<file path="src/rtl/cr_su_mc_core_if.sv">
// Bundle for cr_su_mc_core: per-channel scheduler-update inputs with credit
// return, plus the outbound AXI4-Stream beat with channel ID.
interface cr_su_mc_core_if #(
    parameter int N_CH   = 4,
    parameter int DATA_W = 64,
    parameter int ID_W   = $clog2(N_CH)
);
    logic [N_CH-1:0]        su_in_valid;
    logic [N_CH*DATA_W-1:0] su_in_data;
    logic [N_CH-1:0]        su_in_last;
    logic [N_CH-1:0]        su_ready;
    logic                   ob_tready;
    logic                   ob_tvalid;
    logic [DATA_W-1:0]      ob_tdata;
    logic                   ob_tlast;
    logic [ID_W-1:0]        ob_tid;

    modport master (
        output su_in_valid, su_in_data, su_in_last, ob_tready,
        input  su_ready, ob_tvalid, ob_tdata, ob_tlast, ob_tid
    );

    modport slave (
        input  su_in_valid, su_in_data, su_in_last, ob_tready,
        output su_ready, ob_tvalid, ob_tdata, ob_tlast, ob_tid
    );
endinterface

</file>
<file path="src/rtl/cr_su_mc_core.sv">
// Multi-channel scheduler-update core: per-channel FIFOs, whole-frame round-robin
// onto one AXI4-Stream port. Optional entry parity under CR_SU_MC_PARITY_EN.
module cr_su_mc_core #(
    parameter int N_CH        = 4,
    parameter int DATA_W      = 64,
    parameter int FIFO_DEPTH  = 8,
    parameter int AFULL_SLOTS = 2,
    parameter int ID_W        = $clog2(N_CH)
) (
    input  logic                clk,
    input  logic                rst_n,
    cr_su_mc_core_if.slave      bus,
    input  logic                force_ob_bp,
    input  logic                err_clr,
    output logic                frame_stb,
    output logic [N_CH-1:0]     ovfl_err,
    output logic                par_err
);
    localparam int PTR_W = $clog2(FIFO_DEPTH);
    localparam int CNT_W = PTR_W + 1;
`ifdef CR_SU_MC_PARITY_EN
    localparam int EW = DATA_W + 2;
`else
    localparam int EW = DATA_W + 1;
`endif
    localparam logic [CNT_W-1:0] DEPTH_C = CNT_W'(FIFO_DEPTH);
    localparam logic [CNT_W-1:0] AFULL_C = CNT_W'(AFULL_SLOTS);
    localparam logic [ID_W-1:0]  LAST_CH = ID_W'(N_CH - 1);

    typedef enum logic {S_IDLE, S_XFER} state_t;

    state_t            state;
    logic [EW-1:0]     mem [N_CH][FIFO_DEPTH];
    logic [PTR_W-1:0]  wr_ptr [N_CH];
    logic [PTR_W-1:0]  rd_ptr [N_CH];
    logic [CNT_W-1:0]  cnt [N_CH];
    logic [CNT_W-1:0]  cnt_nxt [N_CH];
    logic [EW-1:0]     wr_entry [N_CH];
    logic [N_CH-1:0]   ne, push_ok, ovfl_set, pop_vec, su_ready_r;
    logic [ID_W-1:0]   rr_ptr, grant, arb_ch, cur_ch;
    logic              found, load_ok, pop, rd_last;
    logic [EW-1:0]     rd_entry;
    int unsigned       arb_idx;
    logic              ob_tvalid_r, ob_tlast_r;
    logic [DATA_W-1:0] ob_tdata_r;
    logic [ID_W-1:0]   ob_tid_r;

    assign bus.su_ready  = su_ready_r;
    assign bus.ob_tvalid = ob_tvalid_r;
    assign bus.ob_tdata  = ob_tdata_r;
    assign bus.ob_tlast  = ob_tlast_r;
    assign bus.ob_tid    = ob_tid_r;

    // In IDLE the arbiter's pick is popped in the same cycle it is granted.
    always_comb begin
        ne      = '0;
        found   = 1'b0;
        arb_ch  = rr_ptr;
        arb_idx = 0;
        for (int unsigned c = 0; c < N_CH; c++) ne[c] = (cnt[c] != '0);
        for (int unsigned i = 0; i < N_CH; i++) begin
            arb_idx = int'(rr_ptr) + i;
            if (arb_idx >= N_CH) arb_idx = arb_idx - N_CH;
            if (!found && ne[arb_idx]) begin
                found  = 1'b1;
                arb_ch = ID_W'(arb_idx);
            end
        end
        cur_ch  = (state == S_IDLE) ? arb_ch : grant;
        load_ok = (!ob_tvalid_r || bus.ob_tready) && !force_ob_bp;
        pop     = load_ok && ne[cur_ch];
        pop_vec = '0;
        if (pop) pop_vec[cur_ch] = 1'b1;
    end

    always_comb begin
        push_ok  = '0;
        ovfl_set = '0;
        cnt_nxt  = '{default: '0};
        wr_entry = '{default: '0};
        for (int unsigned c = 0; c < N_CH; c++) begin
            push_ok[c]  = bus.su_in_valid[c] && ((cnt[c] != DEPTH_C) || pop_vec[c]);
            ovfl_set[c] = bus.su_in_valid[c] && !push_ok[c];
            cnt_nxt[c]  = cnt[c] + CNT_W'(push_ok[c]) - CNT_W'(pop_vec[c]);
`ifdef CR_SU_MC_PARITY_EN
            wr_entry[c] = {^{bus.su_in_last[c], bus.su_in_data[c*DATA_W +: DATA_W]},
                           bus.su_in_last[c], bus.su_in_data[c*DATA_W +: DATA_W]};
`else
            wr_entry[c] = {bus.su_in_last[c], bus.su_in_data[c*DATA_W +: DATA_W]};
`endif
        end
    end

    assign rd_entry = mem[cur_ch][rd_ptr[cur_ch]];
    assign rd_last  = rd_entry[DATA_W];

    always_ff @(posedge clk) begin
        for (int unsigned c = 0; c < N_CH; c++)
            if (push_ok[c]) mem[c][wr_ptr[c]] <= wr_entry[c];
    end

    always_ff @(posedge clk or negedge rst_n) begin
        if (!rst_n) begin
            state       <= S_IDLE;
            grant       <= '0;
            rr_ptr      <= '0;
            wr_ptr      <= '{default: '0};
            rd_ptr      <= '{default: '0};
            cnt         <= '{default: '0};
            su_ready_r  <= '0;
            ob_tvalid_r <= 1'b0;
            ob_tdata_r  <= '0;
            ob_tlast_r  <= 1'b0;
            ob_tid_r    <= '0;
            frame_stb   <= 1'b0;
            ovfl_err    <= '0;
        end else begin
            for (int unsigned c = 0; c < N_CH; c++) begin
                if (push_ok[c]) wr_ptr[c] <= wr_ptr[c] + 1'b1;
                if (pop_vec[c]) rd_ptr[c] <= rd_ptr[c] + 1'b1;
                cnt[c]        <= cnt_nxt[c];
                su_ready_r[c] <= (DEPTH_C - cnt_nxt[c]) > AFULL_C;
            end
            if (state == S_IDLE && found) begin
                grant <= arb_ch;
                state <= S_XFER;
            end
            if (pop && rd_last) begin
                state  <= S_IDLE;
                rr_ptr <= (cur_ch == LAST_CH) ? '0 : cur_ch + 1'b1;
            end
            if (pop) begin
                ob_tvalid_r <= 1'b1;
                ob_tdata_r  <= rd_entry[DATA_W-1:0];
                ob_tlast_r  <= rd_last;
                ob_tid_r    <= cur_ch;
            end else if (bus.ob_tready) begin
                ob_tvalid_r <= 1'b0;
            end
            frame_stb <= ob_tvalid_r && bus.ob_tready && ob_tlast_r;
            ovfl_err  <= (err_clr ? '0 : ovfl_err) | ovfl_set;
        end
    end

`ifdef CR_SU_MC_PARITY_EN
    always_ff @(posedge clk or negedge rst_n) begin
        if (!rst_n) par_err <= 1'b0;
        else        par_err <= (err_clr ? 1'b0 : par_err) | (pop && ^rd_entry);
    end
`else
    assign par_err = 1'b0;
`endif
endmodule

</file>
<file path="src/flat_wrapper.sv">
// flat-port wrapper written by rule: the top's interface ports become plain ports
module cr_su_mc_core_flat 
#(
    parameter int N_CH        = 4,
    parameter int DATA_W      = 64,
    parameter int FIFO_DEPTH  = 8,
    parameter int AFULL_SLOTS = 2,
    parameter int ID_W        = $clog2(N_CH)
)
  (clk, rst_n, force_ob_bp, err_clr, frame_stb, ovfl_err, par_err, bus_su_in_valid, bus_su_in_data, bus_su_in_last, bus_ob_tready, bus_su_ready, bus_ob_tvalid, bus_ob_tdata, bus_ob_tlast, bus_ob_tid);
  cr_su_mc_core_if #(.N_CH(N_CH), .DATA_W(DATA_W), .ID_W(ID_W)) bus_i ();
  input  logic clk;
  input  logic rst_n;
  input  logic force_ob_bp;
  input  logic err_clr;
  output logic frame_stb;
  output logic [N_CH-1:0] ovfl_err;
  output logic par_err;
  input wire logic [$bits(bus_i.su_in_valid)-1:0] bus_su_in_valid;
  input wire logic [$bits(bus_i.su_in_data)-1:0] bus_su_in_data;
  input wire logic [$bits(bus_i.su_in_last)-1:0] bus_su_in_last;
  input wire logic [$bits(bus_i.ob_tready)-1:0] bus_ob_tready;
  output wire logic [$bits(bus_i.su_ready)-1:0] bus_su_ready;
  output wire logic [$bits(bus_i.ob_tvalid)-1:0] bus_ob_tvalid;
  output wire logic [$bits(bus_i.ob_tdata)-1:0] bus_ob_tdata;
  output wire logic [$bits(bus_i.ob_tlast)-1:0] bus_ob_tlast;
  output wire logic [$bits(bus_i.ob_tid)-1:0] bus_ob_tid;
  assign bus_i.su_in_valid = bus_su_in_valid;
  assign bus_i.su_in_data = bus_su_in_data;
  assign bus_i.su_in_last = bus_su_in_last;
  assign bus_i.ob_tready = bus_ob_tready;
  assign bus_su_ready = bus_i.su_ready;
  assign bus_ob_tvalid = bus_i.ob_tvalid;
  assign bus_ob_tdata = bus_i.ob_tdata;
  assign bus_ob_tlast = bus_i.ob_tlast;
  assign bus_ob_tid = bus_i.ob_tid;
  cr_su_mc_core #(.N_CH(N_CH), .DATA_W(DATA_W), .FIFO_DEPTH(FIFO_DEPTH), .AFULL_SLOTS(AFULL_SLOTS), .ID_W(ID_W)) u_core (.clk(clk), .rst_n(rst_n), .bus(bus_i), .force_ob_bp(force_ob_bp), .err_clr(err_clr), .frame_stb(frame_stb), .ovfl_err(ovfl_err), .par_err(par_err));
endmodule
</file>
<file path="config.mk">
export PLATFORM = sky130hd
export DESIGN_NAME = cr_su_mc_core_flat
export DESIGN_NICKNAME = d
export VERILOG_FILES = /design/src/rtl/cr_su_mc_core_if.sv /design/src/rtl/cr_su_mc_core.sv /design/src/flat_wrapper.sv
export SDC_FILE = /design/constraint.sdc
export NUM_CORES = 2
export LEC_CHECK = 0
export CAP_MARGIN = 30
export CORE_ASPECT_RATIO = 1.4
export CORE_MARGIN = 1
export CORE_UTILIZATION = 60
export DETAILED_ROUTE_END_ITERATION = 12
export GPL_ROUTABILITY_DRIVEN = 0
export HOLD_SLACK_MARGIN = 0.05
export PLACE_DENSITY_LB_ADDON = 0.08
export SYNTH_ARGS = -nofsm -noshare
export SYNTH_HDL_FRONTEND = slang
export SYNTH_SLANG_ARGS = --single-unit
export TNS_END_PERCENT = 100
</file>
<file path="constraint.sdc">
create_clock -name clk -period 14.4 [get_ports clk]
set_input_delay 4.32 -clock clk [delete_from_list [all_inputs] [get_ports clk]]
set_output_delay 4.32 -clock clk [all_outputs]
set_load 0.005 [all_outputs]
</file>
* Word level (Yosys, flattened, before mapping)
Memory sizes are Yosys's and may differ from the RTL's. Index checks and enable logic that the tools add are counted.
Operators by class: $add $sub $neg 28, bitwise gates (word level) 8, equal/unequal tests 5, $lt $le $gt $ge 24, reductions and logical operators 42, muxes and demuxes 54
Operator list (count):
- $mux W520 | 4
- $demux W65 S3 | 4
- $mux W65 | 6
- $bmux W65 S3 | 1
- $lt A32 B3 Y1 const B | 4
- $mux W32 | 4
- $ge A32 B3 Y1 const B | 3
- $sub A32 B3 Y32 const B | 3
- $add A3 B1 Y3 const B | 8
- $logic_and A1 B1 Y1 | 22
- $ge A4 B4 Y1 const B | 5
- $not A3 Y4 | 5
- $mux W1 | 18
- $add A4 B1 Y4 | 4
- $gt A4 B2 Y1 const B | 4
- $lt A4 B1 Y1 const B | 4
- $ne A4 B4 Y1 const B | 4
- $reduce_bool A4 Y1 | 4
- $sub A4 B1 Y4 | 4
- $sub A4 B4 Y4 const A | 4
- $mux W2 | 6
- $bmux W1 S2 | 5
- $logic_not A1 Y1 | 9
- $mux W4 | 2
- 17 further kinds | 24
Word-level totals: bits in writable memories 2080, logic and storage cells 184, bits of input ports 269, output and inout bits 78, flip-flop bits (word level) 122, memories kept 1
Memory list:
- u_core.mem | words 4, bits a word 520, rd ports 1, clocked after Yosys merged registers in 0, write ports 4, RTL line cr_su_mc_core.sv:33 | logic [EW-1:0] mem [N_CH][FIFO_DEPTH];

* Logic depth before layout (Yosys ltp)
word-level depth 26, depth in mapped cells 26, gate-level depth less buffers 22

* Worst setup path before layout
No wires, ideal clock.
path kind input port to flip-flop, start input bus_ob_tready, end memory u_core.mem[1][325] (netlist name), enable pin, setup slack 1.796 ns, setup time 0.671 ns, path buffers 0, data arrival time 11.933 ns, required time 13.729 ns, cell stages on the path 7, cell sequence nand2b_1 -> nor2b_1 -> o2111a_1 -> o21ai_2 -> inv_2 -> o21ai_2 -> nor4b_1
RTL lines:
- from (decl) | RTL line flat_wrapper.sv:22 | input wire logic [$bits(bus_i.ob_tready)-1:0] bus_ob_tready;
- to (decl) | RTL line cr_su_mc_core.sv:33

==> key figures <==
Detailed routing
  • WL final: 304000 µm
  • Starting DRC count in detailed routing: 8614
  • First-pass DRT Iterations: 6
  • Via density: 7.05
  • ANT nets after route: 0
  • WL per Instance: 32.9 µm
  • Vias: 65300
  • Residual DRC: 0

STA
  • RSZ-0062 raised after global routing: false
  • Final Hold Vio Count: 0
  • Final Skew: 31.5 ps
  • Worst Max-Slew Pin Slew: 1130 ps
  • Fmax: 128 MHz
  • Final worst setup slack: 6560 ps
  • Max Slew Vio Count: 0
  • Slew headroom: 0.250
  • Final min period: 7840 ps
  • Period utilization: 0.544
  • Setup TNS: 0 ps
  • Final Setup Violations: 0
  • WHS: 474 ps

Synth
  • Complex-gate fraction of the synthesized area: 0.0912
  • Cells after Synth: 6842
  • EDFF count, synth: 2080
  • Sequential element share of the synthesized area: 0.690
  • Largest family of logic cells by synthesized area: simple AND/OR/NAND/NOR gates
  • Mux cell area share after synthesis: 0.0908
  • Ys flop type: edfxtp_1
  • Flops & latches, synth: 2202
  • Top-count cell post-synth: edfxtp_1
  • XOR/XNOR share of the synthesized area: 0.00249
  • Synthesized cell area: 0.0949 mm²
  • Syn nets: 7159
  • Simple-gate share of the synthesized area: 0.0923
  • Post-synth ARST share: 0.0554
  • Post-synth top cells: edfxtp_1 (2080), mux2i_1 (831), nand2_1 (806), a221oi_1 (568), nor2_1 (543)
  • Area leader, netlist: edfxtp_1
  • Mapped Avg Cell Area: 13.9 µm²
  • Number of library cell types mapped by synthesis: 68
  • Area share of the largest cell type after synthesis: 0.658
  • Adder-Cell Fraction of Synth Area: 0.00664
  • Synth warn: 0
  • Synth top area cells: edfxtp_1 (66%), mux2i_1 (8.8%), a221oi_1 (5.2%), dfrtp_1 (3.2%), nand2_1 (3.2%)

Worst hold path
  • Worst hold stages: 1
  • Hold path start: u_core.rd_ptr[5]
  • Min-Delay Path Class: register to register
  • Hold EP: u_core.rd_ptr[5]

Worst setup path
  • Worst reg2reg startpoint: u_core.cnt[10]
  • Slowest cell on crit path: buf_4
  • Crit-path max cell delay: 910 ps
  • Data arrival, critical path: 8300 ps
  • Crit path max fanout: 42
  • Worst reg2reg path depth: 16
  • Critical Path, Cell by Cell: clkdlybuf4s50_1 > nand2b_1 > nor2b_1 > o2111a_1 > o21ai_2 > a31oi_1 > buf_4 > nand2_1 > nor2_4 > buf_4
  • CP Launch Type: primary input
  • Most frequent CP cell: buf_4
  • Kind of critical path: primary input to register
  • Crit end category: register
  • Required time of the critical path: 14860 ps
  • Endpoint of the worst register-to-register path: u_core.bus.ob_tdata[7]
  • R2R Setup Slk: 7290 ps

Finish
  • Share of layout cells above drive strength 1: 0.0752
  • FILL cells: 10700
  • Sequential Area: 0.0655 mm²
  • Multi-input gate area: 0.0273 mm²
  • Final net count: 7309
  • Synthesis-to-finish area growth: 13.1%

Clock network
  • Post-cts resize count: 0
  • Clock Tree Buf Depth: 3
  • Clock root cell: clkbuf_16
  • Clock sink count: 2202
  • CTS tree: yes
  • Post-CTS Setup Bufs: 0
  • Hold-fix buffers at CTS: 0
  • Htree depth: 4
  • Worst-path clk slew: 70 ps
  • Inserted Clock Buffers: 198
  • Worst-skew pair later-pin latency: 850 ps

Outcome
  • Status: complete, no violations

Power and ir drop
  • Pint: 15.2 mW
  • Peak VDD IR: 0.290 mV
  • Logic gate share of total power: 0.451
  • Sequential power share: 0.334
  • Pwr Density: 242 mW/mm²
  • Clock share of power: 0.215
  • Static Leak: 38.8 nW
  • NetSw: 10.8 mW
  • Switching Fraction: 0.414

Floorplan
  • IO Pins: 347
  • Core area: 0.157 mm²
  • Die Y: 473 µm
  • Total die area: 0.160 mm²
  • Rows: 172
  • DIE WIDTH: 338 µm
  • Initial Util: 0.605

GRT
  • GRT overflow: 0
  • Overall routing resource usage: 0.375
  • Initial antenna violation count: 14
  • Largest net degree at the start of global routing: 172
  • Global-route wire length before repair: 435000 µm
  • Vias in the first global route: 63600

Placed design
  • Port Buf Inserts: 345
  • Pre-CTS setup slack: 5750 ps
  • HPWL after detailed placement: 183000 µm

Flow run
  • MaxCap Viol Count: 0
[worst max-delay path by stage]
stage,start,end,slack [ps],cells past startpoint
6_report,bus_ob_tready,u_core.mem[3][300],6560,10
2_1_floorplan,bus_ob_tready,u_core.mem[1][325],1800,7
3_5_place_dp,bus_ob_tready,u_core.mem[3][301],5750,10
5_1_grt,bus_ob_tready,u_core.mem[3][300],6380,10
4_1_cts,bus_ob_tready,u_core.mem[3][302],6630,10
3_3_place_gp,bus_ob_tready,u_core.mem[1][41],5750,11
[cells in the final DEF, fill, tap and decap left out, types with 59 or more instances in the layout]
cell type | synthesis | layout
nand2_1 | 806 | 803
nor2_1 | 543 | 523
dfrtp_1 | 122 | 121
mux2i_1 | 831 | 830
a221o_1 | 64 | 64
edfxtp_1 | 2080 | 2080
and3_1 | 71 | 71
a221oi_1 | 568 | 568
buf_4 | 11 | 119
clkdlybuf4s50_1 | 0 | 344
a311oi_1 | 66 | 64
a211oi_1 | 74 | 74
o22ai_1 | 131 | 131
inv_1 | 60 | 59
clkbuf_16 | 0 | 203
a31oi_1 | 69 | 69
nand3_1 | 517 | 515
nor3_1 | 71 | 63
[area by class of cell]
cell class | count | share of cell area
Inverter | 64 | 0.00245
Clock buffer | 278 | 0.0526
Tap cell | 2088 | 0.0243
Multi-Input combinational cell | 4041 | 0.254
Sequential cell | 2202 | 0.610
Timing Repair Buffer | 485 | 0.0452
Clock inverter | 98 | 0.0111
Antenna cell | 6 | 0.000140
[power groups by stage]
stage / Sequential (mW) / Combinational [mW] / Clock [mW]
6_report: 8.69 / 11.7 / 5.58
5_1_grt: 8.74 / 12.3 / 5.82
4_1_cts: 8.66 / 11.5 / 5.59
3_5_place_dp: 8.78 / 11.4 / 0
3_3_place_gp: 8.75 / 11.2 / 0
2_1_floorplan: 8.66 / 7.39 / 0
[sequential cells by signal, summed over array words and instances (netlist names)]
| name | flops |
|---|---|
| u_core.bus.ob_tdata | 64 |
| u_core.frame_stb | 1 |
| u_core.bus.ob_tid | 2 |
| u_core.ovfl_err | 4 |
| u_core.rr_ptr | 2 |
| u_core.rd_ptr | 12 |
| u_core.bus.su_ready | 4 |
| u_core.wr_ptr | 12 |
| u_core.cnt | 16 |
| u_core.bus.ob_tlast | 1 |
| u_core.state | 1 |
| u_core.mem | 2080 |
| u_core.grant | 2 |
| u_core.bus.ob_tvalid | 1 |
[metrics by stage]
stage               utilization  instance area (µm²)  instances  power (mW)
CTS                       0.684               107000       9253        25.7
global placement          0.638               100000       8865        19.9
finish                    0.684               107000       9262        26.0
detailed placement        0.640               100000       8877        20.2
global route              0.684               107000       9257        26.8
floorplan                     -                94900       6842        16.1
[worst max-delay path: cells and delay by family]
family,cells,cell delay [ps]
AO/OA/AOI/OAI,3,880
buffers and inverters,3,1660
AND/OR/NAND/NOR,4,1350
[cells by family after synthesis]
| logic type | Yosys count |
|---|---|
| buffers and inverters | 599 |
| DFF | 2202 |
| muxes | 856 |
| xor gates and xnor gates | 27 |
| and+or+nand+nor | 2050 |
| adders and majority gates | 48 |
| AOI/OAI and AO/OA | 1059 |
| other | 1 |
[per-layer routing]
metal / part of all wire / up-vias / global-route usage
met5: 0.00014 / - / 0
met4: 0.065 / 8 / 0.226
met3: 0.10 / 896 / 0.0667
met2: 0.48 / 4507 / 0.605
met1: 0.35 / 32800 / 0.477
li1: - / 27100 / -
No activity file was read; power rests on OpenSTA's default activity.
